$ cat src/rtl/decode_rx_pkg.sv
// Shared types, block-type codes and control characters for the 64b/66b RX decoder.
// Pure declarations: no logic, no latency, no flow control.
package decode_rx_pkg;

    typedef enum logic [2:0] {RX_INIT, RX_C, RX_D, RX_T, RX_E} rx_state_t;
    typedef enum logic [2:0] {BT_C, BT_S, BT_T, BT_D, BT_E} blk_type_t;

    localparam logic [7:0] TYPE_IDLE = 8'h1E;
    localparam logic [7:0] TYPE_OS   = 8'h4B;
    localparam logic [7:0] TYPE_S0   = 8'h78;
    localparam logic [7:0] TYPE_S4   = 8'h33;
    localparam logic [7:0] TYPE_T0   = 8'h87;
    localparam logic [7:0] TYPE_T1   = 8'h99;
    localparam logic [7:0] TYPE_T2   = 8'hAA;
    localparam logic [7:0] TYPE_T3   = 8'hB4;
    localparam logic [7:0] TYPE_T4   = 8'hCC;
    localparam logic [7:0] TYPE_T5   = 8'hD2;
    localparam logic [7:0] TYPE_T6   = 8'hE1;
    localparam logic [7:0] TYPE_T7   = 8'hFF;

    localparam logic [7:0] CH_IDLE  = 8'h07;
    localparam logic [7:0] CH_START = 8'hFB;
    localparam logic [7:0] CH_TERM  = 8'hFD;
    localparam logic [7:0] CH_ERR   = 8'hFE;
    localparam logic [7:0] CH_SEQ   = 8'h9C;

    // Local-fault ordered set, repeated in both 4-byte halves of a lane
    localparam logic [63:0] LF_DAT = 64'h0100009C_0100009C;
    localparam logic [7:0]  LF_CTL = 8'h11;

    function automatic logic [7:0] ctl_code(input logic [6:0] code);
        return (code == 7'd0) ? CH_IDLE : CH_ERR;
    endfunction

    function automatic rx_state_t next_state(input rx_state_t cur, input blk_type_t t);
        rx_state_t nxt;
        nxt = RX_E;
        case (cur)
            RX_D: begin
                if (t == BT_D)      nxt = RX_D;
                else if (t == BT_T) nxt = RX_T;
            end
            RX_E: begin
                if (t == BT_C)      nxt = RX_C;
                else if (t == BT_D) nxt = RX_D;
                else if (t == BT_T) nxt = RX_T;
            end
            default: begin
                if (t == BT_C)      nxt = RX_C;
                else if (t == BT_S) nxt = RX_D;
            end
        endcase
        return nxt;
    endfunction

endpackage

$ cat src/rtl/decode_rx_multilane_lane.sv
// Classifies one 66-bit block and produces its decoded bytes and control flags.
// Latency 1 cycle (registered); no backpressure, accepts a block every cycle.
module r_type_decode_lane
    import decode_rx_pkg::*;
(
    input  logic        clk,
    input  logic        rst_n,
    input  logic [65:0] blk,
    input  logic        bypass,
    output blk_type_t   typ,
    output logic [63:0] dat,
    output logic [7:0]  ctl
);

    logic [1:0]  hdr;
    logic [63:0] p;
    logic [71:0] pp;
    logic [7:0]  t;
    logic [3:0]  tk;
    blk_type_t   typ_d;
    logic [63:0] dat_d;
    logic [7:0]  ctl_d;

    always_comb begin
        hdr   = blk[1:0];
        p     = blk[65:2];
        pp    = {8'h00, p};
        t     = p[7:0];
        typ_d = BT_E;
        dat_d = {8{CH_ERR}};
        ctl_d = 8'hFF;

        // tk = position of the terminate character; 8 means "not a T type"
        case (t)
            TYPE_T0: tk = 4'd0;
            TYPE_T1: tk = 4'd1;
            TYPE_T2: tk = 4'd2;
            TYPE_T3: tk = 4'd3;
            TYPE_T4: tk = 4'd4;
            TYPE_T5: tk = 4'd5;
            TYPE_T6: tk = 4'd6;
            TYPE_T7: tk = 4'd7;
            default: tk = 4'd8;
        endcase

        if (bypass) begin
            typ_d = BT_D;
            dat_d = p;
            ctl_d = 8'h00;
        end else if (hdr == 2'b01) begin
            typ_d = BT_D;
            dat_d = p;
            ctl_d = 8'h00;
        end else if (hdr == 2'b10) begin
            if (t == TYPE_IDLE) begin
                typ_d = BT_C;
                for (int j = 0; j < 8; j++)
                    dat_d[8*j +: 8] = ctl_code(p[8+7*j +: 7]);
                ctl_d = 8'hFF;
            end else if (t == TYPE_OS) begin
                typ_d = BT_C;
                dat_d = {{4{CH_IDLE}}, p[31:8], CH_SEQ};
                ctl_d = 8'hF1;
            end else if (t == TYPE_S0) begin
                typ_d = BT_S;
                dat_d = {p[63:8], CH_START};
                ctl_d = 8'h01;
            end else if (t == TYPE_S4) begin
                typ_d = BT_S;
                for (int j = 0; j < 4; j++)
                    dat_d[8*j +: 8] = ctl_code(p[8+7*j +: 7]);
                dat_d[63:32] = {p[63:40], CH_START};
                ctl_d = 8'h1F;
            end else if (tk != 4'd8) begin
                typ_d = BT_T;
                for (int j = 0; j < 8; j++) begin
                    if (4'(j) < tk)       dat_d[8*j +: 8] = pp[8*j+8 +: 8];
                    else if (4'(j) == tk) dat_d[8*j +: 8] = CH_TERM;
                    else                  dat_d[8*j +: 8] = CH_IDLE;
                end
                ctl_d = 8'hFF << tk[2:0];
            end
        end
    end

    always_ff @(posedge clk or negedge rst_n) begin
        if (!rst_n) begin
            typ <= BT_E;
            dat <= LF_DAT;
            ctl <= LF_CTL;
        end else begin
            typ <= typ_d;
            dat <= dat_d;
            ctl <= ctl_d;
        end
    end

endmodule

$ cat src/rtl/decode_rx_multilane.sv
// Multi-lane 64b/66b RX decoder: per-lane classify, chained RX FSM, errored-block counter.
// Latency 2 cycles, fully pipelined; no backpressure, a new set of blocks every cycle.
module decode_rx_multilane
    import decode_rx_pkg::*;
#(
    parameter int LANES    = 2,
    parameter int ERRCNT_W = 8
) (
    input  logic                  clk156,
    input  logic                  rstb156,
    input  logic [66*LANES-1:0]   DeScr_RXD,
    input  logic                  blk_lock,
    input  logic                  hi_ber,
    input  logic                  bypass_66decoder,
    input  logic                  clear_errblk,
    output logic [64*LANES-1:0]   rxdata,
    output logic [8*LANES-1:0]    rxcontrol,
    output logic [LANES-1:0]      start_out,
    output logic [LANES-1:0]      terminate_out,
    output logic                  rxlf,
    output logic [ERRCNT_W-1:0]   errd_blks
);

    localparam int INC_W = $clog2(LANES + 1);

    blk_type_t   typ_s1 [LANES];
    logic [63:0] dat_s1 [LANES];
    logic [7:0]  ctl_s1 [LANES];
    logic        force_q;
    logic        byp_q;

    for (genvar g = 0; g < LANES; g++) begin : g_lane
        r_type_decode_lane u_lane (
            .clk    (clk156),
            .rst_n  (rstb156),
            .blk    (DeScr_RXD[66*g +: 66]),
            .bypass (bypass_66decoder),
            .typ    (typ_s1[g]),
            .dat    (dat_s1[g]),
            .ctl    (ctl_s1[g])
        );
    end

    // Link-quality flags travel with the stage-1 data so they act on the same blocks
    always_ff @(posedge clk156 or negedge rstb156) begin
        if (!rstb156) begin
            force_q <= 1'b1;
            byp_q   <= 1'b0;
        end else begin
            force_q <= hi_ber | ~blk_lock;
            byp_q   <= bypass_66decoder;
        end
    end

    rx_state_t              state_q;
    rx_state_t              nxt [LANES];
    logic [INC_W-1:0]       err_inc;
    logic                   any_init;
    logic [ERRCNT_W:0]      err_sum;

    always_comb begin
        rx_state_t prev;
        prev     = state_q;
        err_inc  = '0;
        any_init = 1'b0;
        for (int i = 0; i < LANES; i++) begin
            nxt[i] = force_q ? RX_INIT : next_state(prev, typ_s1[i]);
            prev   = nxt[i];
            if (nxt[i] == RX_E)    err_inc  = err_inc + INC_W'(1);
            if (nxt[i] == RX_INIT) any_init = 1'b1;
        end
        err_sum = {1'b0, errd_blks} + (ERRCNT_W+1)'(err_inc);
    end

    always_ff @(posedge clk156 or negedge rstb156) begin
        if (!rstb156) begin
            state_q       <= RX_INIT;
            rxdata        <= {LANES{LF_DAT}};
            rxcontrol     <= {LANES{LF_CTL}};
            start_out     <= '0;
            terminate_out <= '0;
            rxlf          <= 1'b1;
            errd_blks     <= '0;
        end else begin
            if (!byp_q) begin
                state_q <= nxt[LANES-1];
                rxlf    <= any_init;
            end

            for (int i = 0; i < LANES; i++) begin
                if (byp_q) begin
                    rxdata[64*i +: 64]  <= dat_s1[i];
                    rxcontrol[8*i +: 8] <= 8'h00;
                end else begin
                    case (nxt[i])
                        RX_INIT: begin
                            rxdata[64*i +: 64]  <= LF_DAT;
                            rxcontrol[8*i +: 8] <= LF_CTL;
                        end
                        RX_E: begin
                            rxdata[64*i +: 64]  <= {8{CH_ERR}};
                            rxcontrol[8*i +: 8] <= 8'hFF;
                        end
                        default: begin
                            rxdata[64*i +: 64]  <= dat_s1[i];
                            rxcontrol[8*i +: 8] <= ctl_s1[i];
                        end
                    endcase
                end
                start_out[i]     <= !byp_q && nxt[i] == RX_D && typ_s1[i] == BT_S;
                terminate_out[i] <= !byp_q && nxt[i] == RX_T;
            end

            if (clear_errblk)
                errd_blks <= '0;
            else if (!byp_q && !force_q)
                errd_blks <= err_sum[ERRCNT_W] ? '1 : err_sum[ERRCNT_W-1:0];
        end
    end

endmodule

$ cat config.mk
export PLATFORM = sky130hd
export DESIGN_NAME = decode_rx_multilane
export DESIGN_NICKNAME = d
export VERILOG_FILES = /design/src/rtl/decode_rx_pkg.sv /design/src/rtl/decode_rx_multilane_lane.sv /design/src/rtl/decode_rx_multilane.sv
export SDC_FILE = /design/constraint.sdc
export NUM_CORES = 1
export LEC_CHECK = 0
export ABC_AREA = 1
export CAP_MARGIN = 20
export CORE_AREA = 3 3 171 173
export CTS_BUF_LIST = sky130_fd_sc_hd__clkbuf_8
export CTS_CLUSTER_SIZE = 16
export DETAILED_ROUTE_END_ITERATION = 6
export DIE_AREA = 0 0 174 176
export PLACE_DENSITY = 0.82
export SYNTH_ARGS = -nofsm -noshare
export SYNTH_HDL_FRONTEND = slang
export SYNTH_HIERARCHICAL = 1
export SYNTH_SLANG_ARGS = --single-unit
$ cat constraint.sdc
create_clock -name clk156 -period 3.35 [get_ports clk156]
set_input_delay 0.67 -clock clk156 [delete_from_list [all_inputs] [get_ports clk156]]
set_output_delay 0.67 -clock clk156 [all_outputs]
set_load 0.01 [all_outputs]
==> key figures, run 1 <==
Status
  – Run status: complete, no violations

Power and ir drop
  – Power per cell area: 470 nW/um2
  – Net Sw Power: 2.44 mW
  – Leak: 9.71 nW
  – Int Pwr: around 6.7 mW
  – Clock network power share: 0.380
  – VDD IR-drop max: 0.332 mV
  – Combinational share of power: 0.162
  – Flop pwr share: 0.458
  – Switching share of total power: 0.266

Floorplanning
  – Placeable Area: between 20000 and 30000 um2
  – Die Wd: between 150 and 200 um
  – Die Area: 30600 um2
  – Die Y: between 150 and 200 um
  – # rows: 61
  – I/O pin count: 295
  – Initial Util: 0.538

Final layout
  – Layout cell share with drive strength beyond 1: 0.136
  – Post-Layout Cell Count: 2536
  – Commonest non-fill, non-tap cells in the layout: 483 x nand2_1, 293 x clkdlybuf4s50_1, 260 x dfrtp_1
  – Fin nets: 2257
  – Synthesis-to-finish area growth: 30.8%
  – Final instance area: 19500 um2
  – Commonest non-fill, non-tap cell in the layout: nand2_1

Drt
  – Total Wirelength: between 40 and 50 mm
  – Routed Antenna Nets: 0
  – Via count: 14137
  – Post-DR vias/cell: 5.57
  – DR DRC count: 0
  – First-pass DRT Iterations: 7
  – Average wire per standard cell: 18.5 um
  – DR iter-0 viols: 1653

Synth
  – Async SR Flop Fraction: 1.00
  – Seq/Total Area, Yosys: 0.527
  – Post-synth EDFFs: 0
  – Post-Syn Instances: 1799
  – Ys flop type: dfrtp_1
  – Synth area leader: dfrtp_1
  – Synth Net Count: 1941
  – Syn Std Cell Area: 14900 um2
  – Share of the synthesized area in the top cell type: 0.436
  – Synth cell types: 40
  – Flops & latches, synth: 312
  – Synth area leaders: dfrtp_1 44%, nand2_1 12%, dfstp_2 9.1%, inv_1 5.2%, a21oi_1 5.1%
  – Synth warn: 6
  – Avg Cell Area, Syn: ~8.3 um2

Setup path
  – Worst setup EP type: flip-flop
  – CP Cell Sequence: inv_1 -> nand3_2 -> nand2_2 -> nand2_1 -> nand2_1 -> nand2_2 -> nand2_4 -> nand3_1 -> nand2_1 -> inv_2 -> nand2_2 -> inv_1 -> ha_1 -> ha_2 -> inv_1 -> fa_2 -> nor2_1 -> inv_1 -> nor3_2 -> nand2_2 -> nor2_4 -> a21oi_1 -> o22ai_1
  – Crit path max-delay family: simple AND/OR/NAND/NOR gates
  – Kind of critical path: reg -> reg
  – Max incr delay on CP: 0.40 ns
  – Critical Path Start Type: flip-flop
  – Levels on crit path: 23
  – Worst reg2reg path depth: 23
  – Worst Path Arrival: roughly 3.7 ns
  – Slowest cell on crit path: dfrtp_1
  – WP buf/inv: 5
  – Critical path data required time: 3.82 ns
  – Max Fanout on Critical Path: 6

GRT
  – GRT Util Overall: 0.303
  – Initial antenna violation count: 3
  – Total gr overflow: 0
  – Vias in the first global route: between 10000 and 15000
  – Largest net degree at the start of global routing: between 90 and 100
  – First-pass GRT wire length: 74.4 mm

Clock tree
  – Worst-skew pair later-pin latency: 0.57 ns
  – Clk sinks: 312
  – CTS Hold Bufs: 0
  – CTS tree: done
  – Clk buf depth: 3
  – Worst-path clk slew: 0.07 ns
  – H-tree Lvls: 2
  – Clock Tree Root: clkbuf_8
  – Num CTS Buffers: 50

Timing
  – Final Cycle Share: 0.969
  – Final hold violation count: 0
  – FMAX: 308 MHz
  – Final setup fails: 0
  – Final setup skew: approximately 0.023 ns
  – Final Slew Violations: 0
  – Least-Margin Pin Slew: 0.834 ns
  – Worst slew margin: 0.444
  – Period minus WS final: between 3 and 4 ns

Placed design
  – RD Place Congestion: 0.965
  – Detail Placement HPWL: 34.2 mm
  – Dpl cells: 2434
  – Post-place instance area: 18300 um2
  – Port-buffer cells: around 290

Hold path
  – Hold Crit Class: in -> async

Flow run
  – # Max-Cap Violations: 0
[area by class of cell]
cell class	count	area, um2
fill	2222	8240
sequential	312	7870
multi-input combinational	1186	5900
timing repair buffer	338	3340
clock buffer	65	895
inverter	227	852
tap	378	473
clock inverter	28	203
antenna	2	5.00
[flip-flops by register name, summed over array words and instances, names as in the netlist]
signal,cells
rxdata,128
errd_blks,8
terminate_out,2
g_lane.u_lane/typ,6
start_out,2
state_q,3
force_q,1
rxcontrol,16
rxlf,1
g_lane.u_lane/dat,128
byp_q,1
g_lane.u_lane/ctl,16
[power by group through the flow]
stage | logic (mW) | clock network [mW] | registers, mW
after global routing | 1.62 | 3.73 | 4.24
after floorplan | 0.521 | 0 | 4.34
final | 1.49 | 3.49 | 4.21
after global placement | 1.43 | 0 | 4.27
after detailed placement | 1.46 | 0 | 4.27
after CTS | 1.47 | 3.54 | 4.21
[repair_timing]
| action | 4_1_cts | 5_1_grt |
|---|---|---|
| buffers inserted | 0 | 7 |
| pin swaps | 0 | 10 |
| endpoints found under the setup margin | 6 | 8 |
| gates resized for setup | 1 | 20 |
[cell families (layout without fill, tap and decap cells)]
kind of cell / Yosys count / count (layout) / share of synthesized area
simple gates: 806 / 806 / 0.237
compound gates: 375 / 375 / 0.148
flops: 312 / 312 / 0.527
buf+inv: 301 / 658 / 0.0829
fa+ha+maj: 4 / 4 / 0.00385
xor+xnor: 1 / 1 / 0.000587
other cells: 0 / 2 / 0
[metal layers]
metal	GRT usage	share of wire
met1	0.390	0.39
met3	0.0540	0.084
met4	0.134	0.044
met5	0	0.00028
met2	0.508	0.48
[path summary, 6_finish.rpt]
path,from,end,slack [ns]
worst max register to register,state_q[0]$_DFFE_PN0N_,errd_blks[2]$_DFFE_PN0P_,0.11
worst max-delay path,state_q[0]$_DFFE_PN0N_,errd_blks[2]$_DFFE_PN0P_,0.11
max in group asynchronous,rstb156,g_lane[0].u_lane/dat[45]$_DFF_PN0_,2.37
worst min register to register,g_lane[0].u_lane/dat[0]$_DFF_PN0_,rxdata[0]$_DFF_PN0_,0.43
min in group clk156,g_lane[0].u_lane/dat[0]$_DFF_PN0_,rxdata[0]$_DFF_PN0_,0.43
worst min-delay path,rstb156,errd_blks[5]$_DFFE_PN0P_,0.15
[worst register-to-register path: cells and delay by family (launching register included)]
| family | cells | cell delay, ns |
|---|---|---|
| simple gates | 13 | 1.39 |
| buf+inv | 5 | 0.35 |
| fa+ha+maj | 3 | 0.81 |
| compound gates | 2 | 0.18 |
| flops | 1 | 0.40 |
[cell usage after synthesis, types with 12 or more instances]
master	count
a21oi_1	153
a22oi_1	64
buf_2	24
clkbuf_1	39
dfrtp_1	260
dfstp_2	52
inv_1	205
inv_2	20
nand2_1	489
nand2_2	34
nand3_1	58
nand4_1	21
nor2_1	134
nor2_2	15
nor4_1	16
o211ai_1	46
o21ai_0	59
o21ai_1	26
o22ai_1	12
[metrics by stage]
| step | power (mW) | setup TNS [ns] | worst slack [ns] | util | hold slack (ns) |
|---|---|---|---|---|---|
| final | 9.19 | 0 | 0.105 | 0.703 | 0.151 |
| after CTS | 9.22 | 0 | 0.0172 | 0.699 | 0.160 |
| after floorplan | 4.86 | 0 | 0.423 | - | 0.374 |
| after global placement | 5.70 | 0 | 0.163 | 0.659 | 0.416 |
| after global routing | 9.58 | -0.542 | -0.0914 | 0.703 | 0.191 |
| after detailed placement | 5.73 | -0.117 | -0.0398 | 0.659 | 0.420 |
(Power assumes the default switching activity.)
==> run 2, diff against run 1 <==
Settings changed: GPL_TIMING_DRIVEN set to 0.
==> run 2 against run 1 <==
- clock power rose by 2%
- largest power group unchanged
- first-iteration DRC count fell by 7.1%
- largest cell class unchanged
- highest routed layer unchanged
- die area did not move
- sequential share of layout area fell by 0.24 points
- non-clock buffer count rose by 34
- register-to-register slack improved by 0.04 ns
- power rose by 1.0%
- sequential power barely moved
==> key figures, run 2 (same netlist as run 1, synthesis figures left out) <==
Status
  – Run status: complete, no violations (unchanged)

Setup path
  – RR Startpoint: g_lane[0].u_lane/typ[2]$_DFF_PN1_ (was state_q[0]$_DFFE_PN0N_)
  – CP Cell Sequence: inv_1 -> nand2_1 -> inv_1 -> a21oi_2 -> nor2_2 -> nand2_4 -> nand3_1 -> nand2_1 -> inv_2 -> nand2_2 -> inv_1 -> ha_1 -> ha_2 -> inv_1 -> fa_2 -> nor2_1 -> inv_1 -> nor3_2 -> nand2_2 -> nor2_4 -> o21ai_1 -> o21ai_1 (was inv_1 -> nand3_2 -> nand2_2 -> nand2_1 -> nand2_1 -> nand2_2 -> nand2_4 -> nand3_1 -> nand2_1 -> inv_2 -> nand2_2 -> inv_1 -> ha_1 -> ha_2 -> inv_1 -> fa_2 -> nor2_1 -> inv_1 -> nor3_2 -> nand2_2 -> nor2_4 -> a21oi_1 -> o22ai_1)
  – Worst setup EP type: flip-flop (unchanged)
  – CP dominant cell by count: inv_1
  – Crit path max-delay family: simple AND/OR/NAND/NOR gates (unchanged)
  – Crit. Startpoint: g_lane[0].u_lane/typ[2]$_DFF_PN1_ (was state_q[0]$_DFFE_PN0N_)
  – WP buf/inv: 6 (was 5)
  – Max incr delay on CP: 0.55 ns (was 0.40 ns)
  – Worst Path Arrival: 3.68 ns (was 3.72 ns)
  – Critical path data required time: 3.83 ns (was 3.82 ns)
  – Slowest cell on crit path: dfstp_2 (was dfrtp_1)
  – Critical Path Start Type: flip-flop (unchanged)
  – Kind of critical path: reg -> reg (unchanged)
  – Max Fanout on Critical Path: 6 (unchanged)

Timing
  – WHS: 0.0989 ns (was 0.151 ns)
  – Final Cycle Share: 0.955 (was 0.969)
  – Final setup fails: 0 (unchanged)
  – Least-Margin Pin Slew: 0.729 ns (was 0.834 ns)
  – Period minus WS final: 3.20 ns (was 3.24 ns)
  – Final setup skew: 0.0126 ns (was 0.0225 ns)
  – Worst slew margin: 0.509 (was 0.444)
  – Worst Setup Slack, final: 0.150 ns (was 0.105 ns)
  – Final hold violation count: 0 (unchanged)
  – Final Slew Violations: 0 (unchanged)
  – FMAX: 313 MHz (was 308 MHz)

Drt
  – DR iter-0 viols: 1536 (was 1653)
  – Total Wirelength: 49.9 mm (was 46.8 mm)
  – Post-DR vias/cell: 5.61 (was 5.57)
  – Routed Antenna Nets: 0 (unchanged)
  – DR DRC count: 0 (unchanged)
  – Average wire per standard cell: 19.4 um (was 18.5 um)
  – Via count: 14445 (was 14137)
  – First-pass DRT Iterations: 6 (was 7)

GRT
  – Total gr overflow: 0 (unchanged)
  – GRT Util Overall: 0.318 (was 0.303)
  – First-pass GRT wire length: 75.8 mm (was 74.4 mm)
  – Initial antenna violation count: 7 (was 3)
  – Vias in the first global route: 14059 (was 14193)
  – Largest net degree at the start of global routing: 130 (was 97)

Final layout
  – Commonest non-fill, non-tap cell in the layout: nand2_1 (unchanged)
  – Commonest non-fill, non-tap cells in the layout: 484 x nand2_1, 293 x clkdlybuf4s50_1, 258 x dfrtp_1 (was 483 x nand2_1, 293 x clkdlybuf4s50_1, 260 x dfrtp_1)
  – Layout cell share with drive strength beyond 1: 0.133 (was 0.136)
  – Filler cell count: 2194 (was 2222)
  – Synthesis-to-finish area growth: 31.7% (was 30.8%)
  – Largest registers: g_lane.u_lane/dat (128), rxdata (128) (unchanged)
  – Fin nets: 2291 (was 2257)
  – Final Core Density: 0.708 (was 0.703)

Hold path
  – Hold Crit Class: in -> async (unchanged)

Floorplanning
  – # rows: 61 (unchanged)
  – Placeable Area: 27800 um2 (unchanged)
  – Die Area: 30600 um2 (unchanged)
  – Initial Util: 0.538 (unchanged)
  – I/O pin count: 295 (unchanged)
  – Die Y: 176 um (unchanged)
  – Die Wd: 174 um (unchanged)

Clock tree
  – Clk sinks: 312 (unchanged)
  – CTS tree: done (unchanged)
  – Clk buf depth: 3 (unchanged)
  – Clock Tree Root: clkbuf_8 (unchanged)
  – Worst-skew pair later-pin latency: 0.57 ns (about the same)
  – Num CTS Buffers: 50 (unchanged)
  – Worst-path clk slew: 0.06 ns (was 0.07 ns)
  – H-tree Lvls: 2 (unchanged)

Power and ir drop
  – VDD IR-drop max: 0.466 mV (was 0.332 mV)
  – Combinational share of power: 0.164 (was 0.162)
  – Power per cell area: 472 nW/um2 (was 470 nW/um2)
  – Clock network power share: 0.383 (was 0.380)
  – Int Pwr: 6.82 mW (was 6.75 mW)
  – Flop pwr share: 0.453 (was 0.458)
  – Switching share of total power: 0.265 (was 0.266)
  – Leak: 9.73 nW (was 9.71 nW)
  – Net Sw Power: 2.46 mW (was 2.44 mW)

Placed design
  – Pre-CTS WS: -0.142 ns (was -0.0398 ns)
  – Port-buffer cells: 294 (unchanged)
  – Detail Placement HPWL: 37.9 mm (was 34.2 mm)
  – RD Place Congestion: 0.971 (was 0.965)

Flow run
  – # Max-Cap Violations: 0 (unchanged)
[run 2: cell types whose count changed in the layout (fill, tap and decap cells not counted), moves of 5 or more]
cell      previous run  this run
buf_6                0        10
buf_12               5         0
buf_2                0        24
buf_4               39         3
clkbuf_1             0        39
diode_2              2         7
[run 2: path summary, 6_finish.rpt]
check                           cells after the start                           endpoint  slack [ns]
worst max-delay path                               22           errd_blks[1]$_DFFE_PN0P_        0.15
worst min-delay path                                1           errd_blks[6]$_DFFE_PN0P_         0.1
worst max register to register                     22           errd_blks[1]$_DFFE_PN0P_        0.15
worst min register to register                      2                rxdata[0]$_DFF_PN0_        0.42
max in group asynchronous                           2  g_lane[0].u_lane/dat[8]$_DFF_PN0_        2.19
min in group clk156                                 2                rxdata[0]$_DFF_PN0_        0.42
[run 2: metrics by stage]
stage / cell area [um2] / setup TNS (ns) / instances / power (mW)
2_1_floorplan: 14900 / 0 / 1799 / 4.86
3_3_place_gp: 18400 / -3160.43 / 2471 / 5.73
3_5_place_dp: 18400 / -0.340 / 2473 / 5.76
4_1_cts: 19600 / 0 / 2567 / 9.35
5_1_grt: 19700 / -0.0208 / 2574 / 9.67
6_report: 19700 / 0 / 2576 / 9.28
[run 2: routing by layer]
metal / part of all wire / GRT usage / up-vias
li1: - / - / 6559
met1: 0.38 / 0.396 / 6824
met2: 0.49 / 0.543 / 886
met3: 0.088 / 0.0583 / 174
met4: 0.047 / 0.151 / 2
met5: 0.00020 / 0 / -
[run 2: repair_timing]
item	in CTS	in global routing
setup endpoints to repair	6	8
hold buffers	0	0
pin swaps	0	11
buffers inserted	0	2
gates resized for setup	3	23
[run 2: power by group through the flow]
stage,Combinational [mW],Clock (mW),Sequential (mW)
2_1_floorplan,0.521,0,4.34
6_report,1.52,3.56,4.21
3_5_place_dp,1.49,0,4.27
4_1_cts,1.50,3.63,4.21
3_3_place_gp,1.46,0,4.27
5_1_grt,1.64,3.79,4.24
[run 2: layout make-up]
cell class | count | area (um2) | share of cell area
Inverter | 227 | 852 | 0.0433
Sequential cell | 312 | 7880 | 0.400
Antenna cell | 7 | 17.5 | 0.000891
Buffer | 74 | 387 | 0.0197
Multi-Input combinational cell | 1186 | 5900 | 0.300
Timing Repair Buffer | 298 | 3020 | 0.153
Clock buffer | 68 | 936 | 0.0476
Clock inverter | 26 | 206 | 0.0105
Tap cell | 378 | 473 | 0.0241
==> run 3, diff against run 2 <==
Settings changed: CORE_AREA 3 3 171 173 to 10 10 178 180, DIE_AREA 0 0 174 176 to 0 0 188 190.
==> run 3 against run 2 <==
- via count rose by 0.18%
- flip-flop and latch count unchanged
- register-to-register slack about the same
- sequential share of layout area increased by 0.27 points
- first-iteration DRC count up 17%
- fmax grew 0.34%
- power fell by 3.9%
- design area is 0.69% lower
- sequential power hardly changed
- combinational power about the same
- clock power is 11% lower
- critical path type unchanged
- critical endpoint is now errd_blks[2]$_DFFE_PN0P_
- largest cell class unchanged
- highest routed layer is now met4
==> key figures, run 3 (same netlist as run 1, synthesis figures left out) <==
GRT
  – Total gr overflow: 0 (unchanged)
  – Largest net degree at the start of global routing: 127 (was 130)
  – First-pass GRT wire length: 79.8 mm (was 75.8 mm)
  – Initial antenna violation count: 7 (unchanged)
  – Vias in the first global route: 14208 (was 14059)
  – GRT Util Overall: 0.282 (was 0.318)

Final layout
  – Largest registers: g_lane.u_lane/dat (128), rxdata (128) (unchanged)
  – Commonest non-fill, non-tap cells in the layout: 484 x nand2_1, 293 x clkdlybuf4s50_1, 259 x dfrtp_1 (was 484 x nand2_1, 293 x clkdlybuf4s50_1, 258 x dfrtp_1)
  – Layout cell share with drive strength beyond 1: 0.128 (was 0.133)
  – Final instance area: 19500 um2 (was 19700 um2)
  – Fin nets: 2292 (was 2291)
  – Filler cell count: 2268 (was 2194)
  – Synthesis-to-finish area growth: 30.8% (was 31.7%)
  – Commonest non-fill, non-tap cell in the layout: nand2_1 (unchanged)

Setup path
  – Critical Path Start Type: flip-flop (unchanged)
  – CP dominant cell by count: nand2_1 (was inv_1)
  – Max Fanout on Critical Path: 6 (unchanged)
  – Critical path data required time: 3.83 ns (about the same)
  – Worst reg2reg path depth: 22 (unchanged)
  – CP Cell Sequence: nor2_2 -> nand2_1 -> nand3_2 -> nand2_2 -> nor2_4 -> nand2_4 -> nand2_1 -> nand2_1 -> nand2_1 -> nand2_2 -> inv_2 -> ha_4 -> ha_2 -> inv_1 -> fa_2 -> nor2_1 -> inv_1 -> nor3_2 -> nand2_2 -> nor2_4 -> a21oi_1 -> o22ai_1 (was inv_1 -> nand2_1 -> inv_1 -> a21oi_2 -> nor2_2 -> nand2_4 -> nand3_1 -> nand2_1 -> inv_2 -> nand2_2 -> inv_1 -> ha_1 -> ha_2 -> inv_1 -> fa_2 -> nor2_1 -> inv_1 -> nor3_2 -> nand2_2 -> nor2_4 -> o21ai_1 -> o21ai_1)
  – Kind of critical path: reg -> reg (unchanged)
  – RR Startpoint: g_lane[0].u_lane/typ[2]$_DFF_PN1_ (unchanged)
  – Reg2Reg Setup Slack: 0.16 ns (was 0.15 ns)
  – Worst Path Arrival: 3.66 ns (was 3.68 ns)
  – Max incr delay on CP: 0.54 ns (was 0.55 ns)
  – Worst setup EP type: flip-flop (unchanged)
  – Reg2reg end: errd_blks[2]$_DFFE_PN0P_ (was errd_blks[1]$_DFFE_PN0P_)
  – Slowest cell on crit path: dfstp_2 (unchanged)

Placed design
  – RD Place Congestion: 0.996 (was 0.971)
  – Port-buffer cells: 294 (unchanged)
  – Pre-CTS WS: -0.0939 ns (was -0.142 ns)
  – Post-place instance area: 18400 um2 (about the same)
  – Detail Placement HPWL: 40.0 mm (was 37.9 mm)

Status
  – Run status: complete, no violations (unchanged)

Floorplanning
  – Die Area: 35700 um2 (was 30600 um2)
  – Initial Util: 0.529 (was 0.538)
  – # rows: 62 (was 61)
  – Die Wd: 188 um (was 174 um)
  – Placeable Area: 28200 um2 (was 27800 um2)
  – I/O pin count: 295 (unchanged)
  – Die Y: 190 um (was 176 um)

Power and ir drop
  – Leak: 9.70 nW (was 9.73 nW)
  – Power per cell area: 457 nW/um2 (was 472 nW/um2)
  – VDD IR-drop max: 0.372 mV (was 0.466 mV)

Clock tree
  – Worst-skew pair later-pin latency: 0.58 ns (was 0.57 ns)
  – CTS tree: done (unchanged)
  – Worst-path clk slew: 0.06 ns (about the same)
  – Clock Tree Root: clkbuf_8 (unchanged)
  – Clk buf depth: 3 (unchanged)
  – H-tree Lvls: 2 (unchanged)
  – Clk sinks: 312 (unchanged)
  – Num CTS Buffers: 49 (was 50)

Hold path
  – Hold Crit Class: in -> async (unchanged)

Timing
  – Final hold violation count: 0 (unchanged)
  – Period minus WS final: 3.19 ns (was 3.20 ns)
  – Setup tns final: 0 ns (unchanged)
  – Final setup skew: 0.0243 ns (was 0.0126 ns)
  – Final setup fails: 0 (unchanged)
  – Final Slew Violations: 0 (unchanged)
  – Least-Margin Pin Slew: 0.897 ns (was 0.729 ns)
  – Final Cycle Share: 0.952 (was 0.955)
  – FMAX: 314 MHz (was 313 MHz)
  – Worst Setup Slack, final: 0.161 ns (was 0.150 ns)
  – Worst slew margin: 0.402 (was 0.509)
  – WHS: 0.0600 ns (was 0.0989 ns)

Drt
  – DR DRC count: 0 (unchanged)
  – First-pass DRT Iterations: 6 (unchanged)
  – Average wire per standard cell: 20.2 um (was 19.4 um)
  – Total Wirelength: 52.0 mm (was 49.9 mm)
  – Via count: 14471 (was 14445)
  – DR iter-0 viols: 1797 (was 1536)
  – Post-DR vias/cell: 5.61 (about the same)
  – Routed Antenna Nets: 0 (unchanged)

Flow run
  – # Max-Cap Violations: 0 (unchanged)
==> run 3: cell types whose count changed in the layout (fill, tap and decap cells not counted), sizes merged, moves of 2 or more <==
cell / before / now
clkinvlp: 6 / 2
inv: 240 / 247
clkinv: 4 / 8
buf: 40 / 42
clkbuf: 107 / 96
==> run 3: report_power, final <==
group	switching (mW)	internal [mW]
Clock	1.48	1.70
Combinational	0.866	0.669
Sequential	0.0944	4.11
==> run 3: worst max path at each step <==
stage                                       from  depth (start not counted)                                 end
5_1_grt        g_lane[0].u_lane/typ[2]$_DFF_PN1_                         22            errd_blks[2]$_DFFE_PN0P_
2_1_floorplan  g_lane[0].u_lane/typ[2]$_DFF_PN1_                         22            errd_blks[1]$_DFFE_PN0P_
6_report       g_lane[0].u_lane/typ[2]$_DFF_PN1_                         22            errd_blks[2]$_DFFE_PN0P_
3_5_place_dp              state_q[1]$_DFFE_PN0N_                         21            errd_blks[1]$_DFFE_PN0P_
4_1_cts                   state_q[2]$_DFFE_PN0N_                         23            errd_blks[1]$_DFFE_PN0P_
3_3_place_gp                             rstb156                          1  g_lane[0].u_lane/dat[27]$_DFF_PN0_
==> run 3: layer usage <==
metal  global-route usage  part of all wire  routed length [um]
met3               0.0635             0.090                4700
met1                0.335              0.37               19300
met5                    0                 0                   0
met2                0.473              0.49               25400
met4                0.144             0.050                2580
==> run 3: stage by stage <==
stage	utilization	instances	power (mW)
after floorplan	-	1799	4.86
after global placement	0.650	2477	5.75
after detailed placement	0.652	2479	5.77
after CTS	0.687	2568	8.96
after global routing	0.691	2578	9.29
final	0.692	2580	8.92
==> run 3: repair_timing <==
item	CTS	global route
buffers inserted	0	4
endpoints found under the setup margin	6	8
hold buffers	0	0
gates resized for setup	2	22
pin swaps	0	12
==> run 3: area by class of cell <==
cell class,instances,area (um2),share of cell area
plain buffers,74,387,0.0198
clock inverters,32,191,0.00980
diodes,8,20.0,0.00103
repair buffers,300,3030,0.155
clock buffers,57,785,0.0402
inverters,227,852,0.0436
flip-flops and latches,312,7870,0.403
multi-input cells,1186,5910,0.302
well taps,384,480,0.0246
==> run 3: critical path, delay by kind of cell, from the launching register on <==
family,cells,cell delay [ns]
flip-flops,1,0.54
adder cells (fa/ha/maj),3,0.77
buffers and inverters,3,0.20
AND/OR/NAND/NOR,14,1.43
AO/OA/AOI/OAI,2,0.19
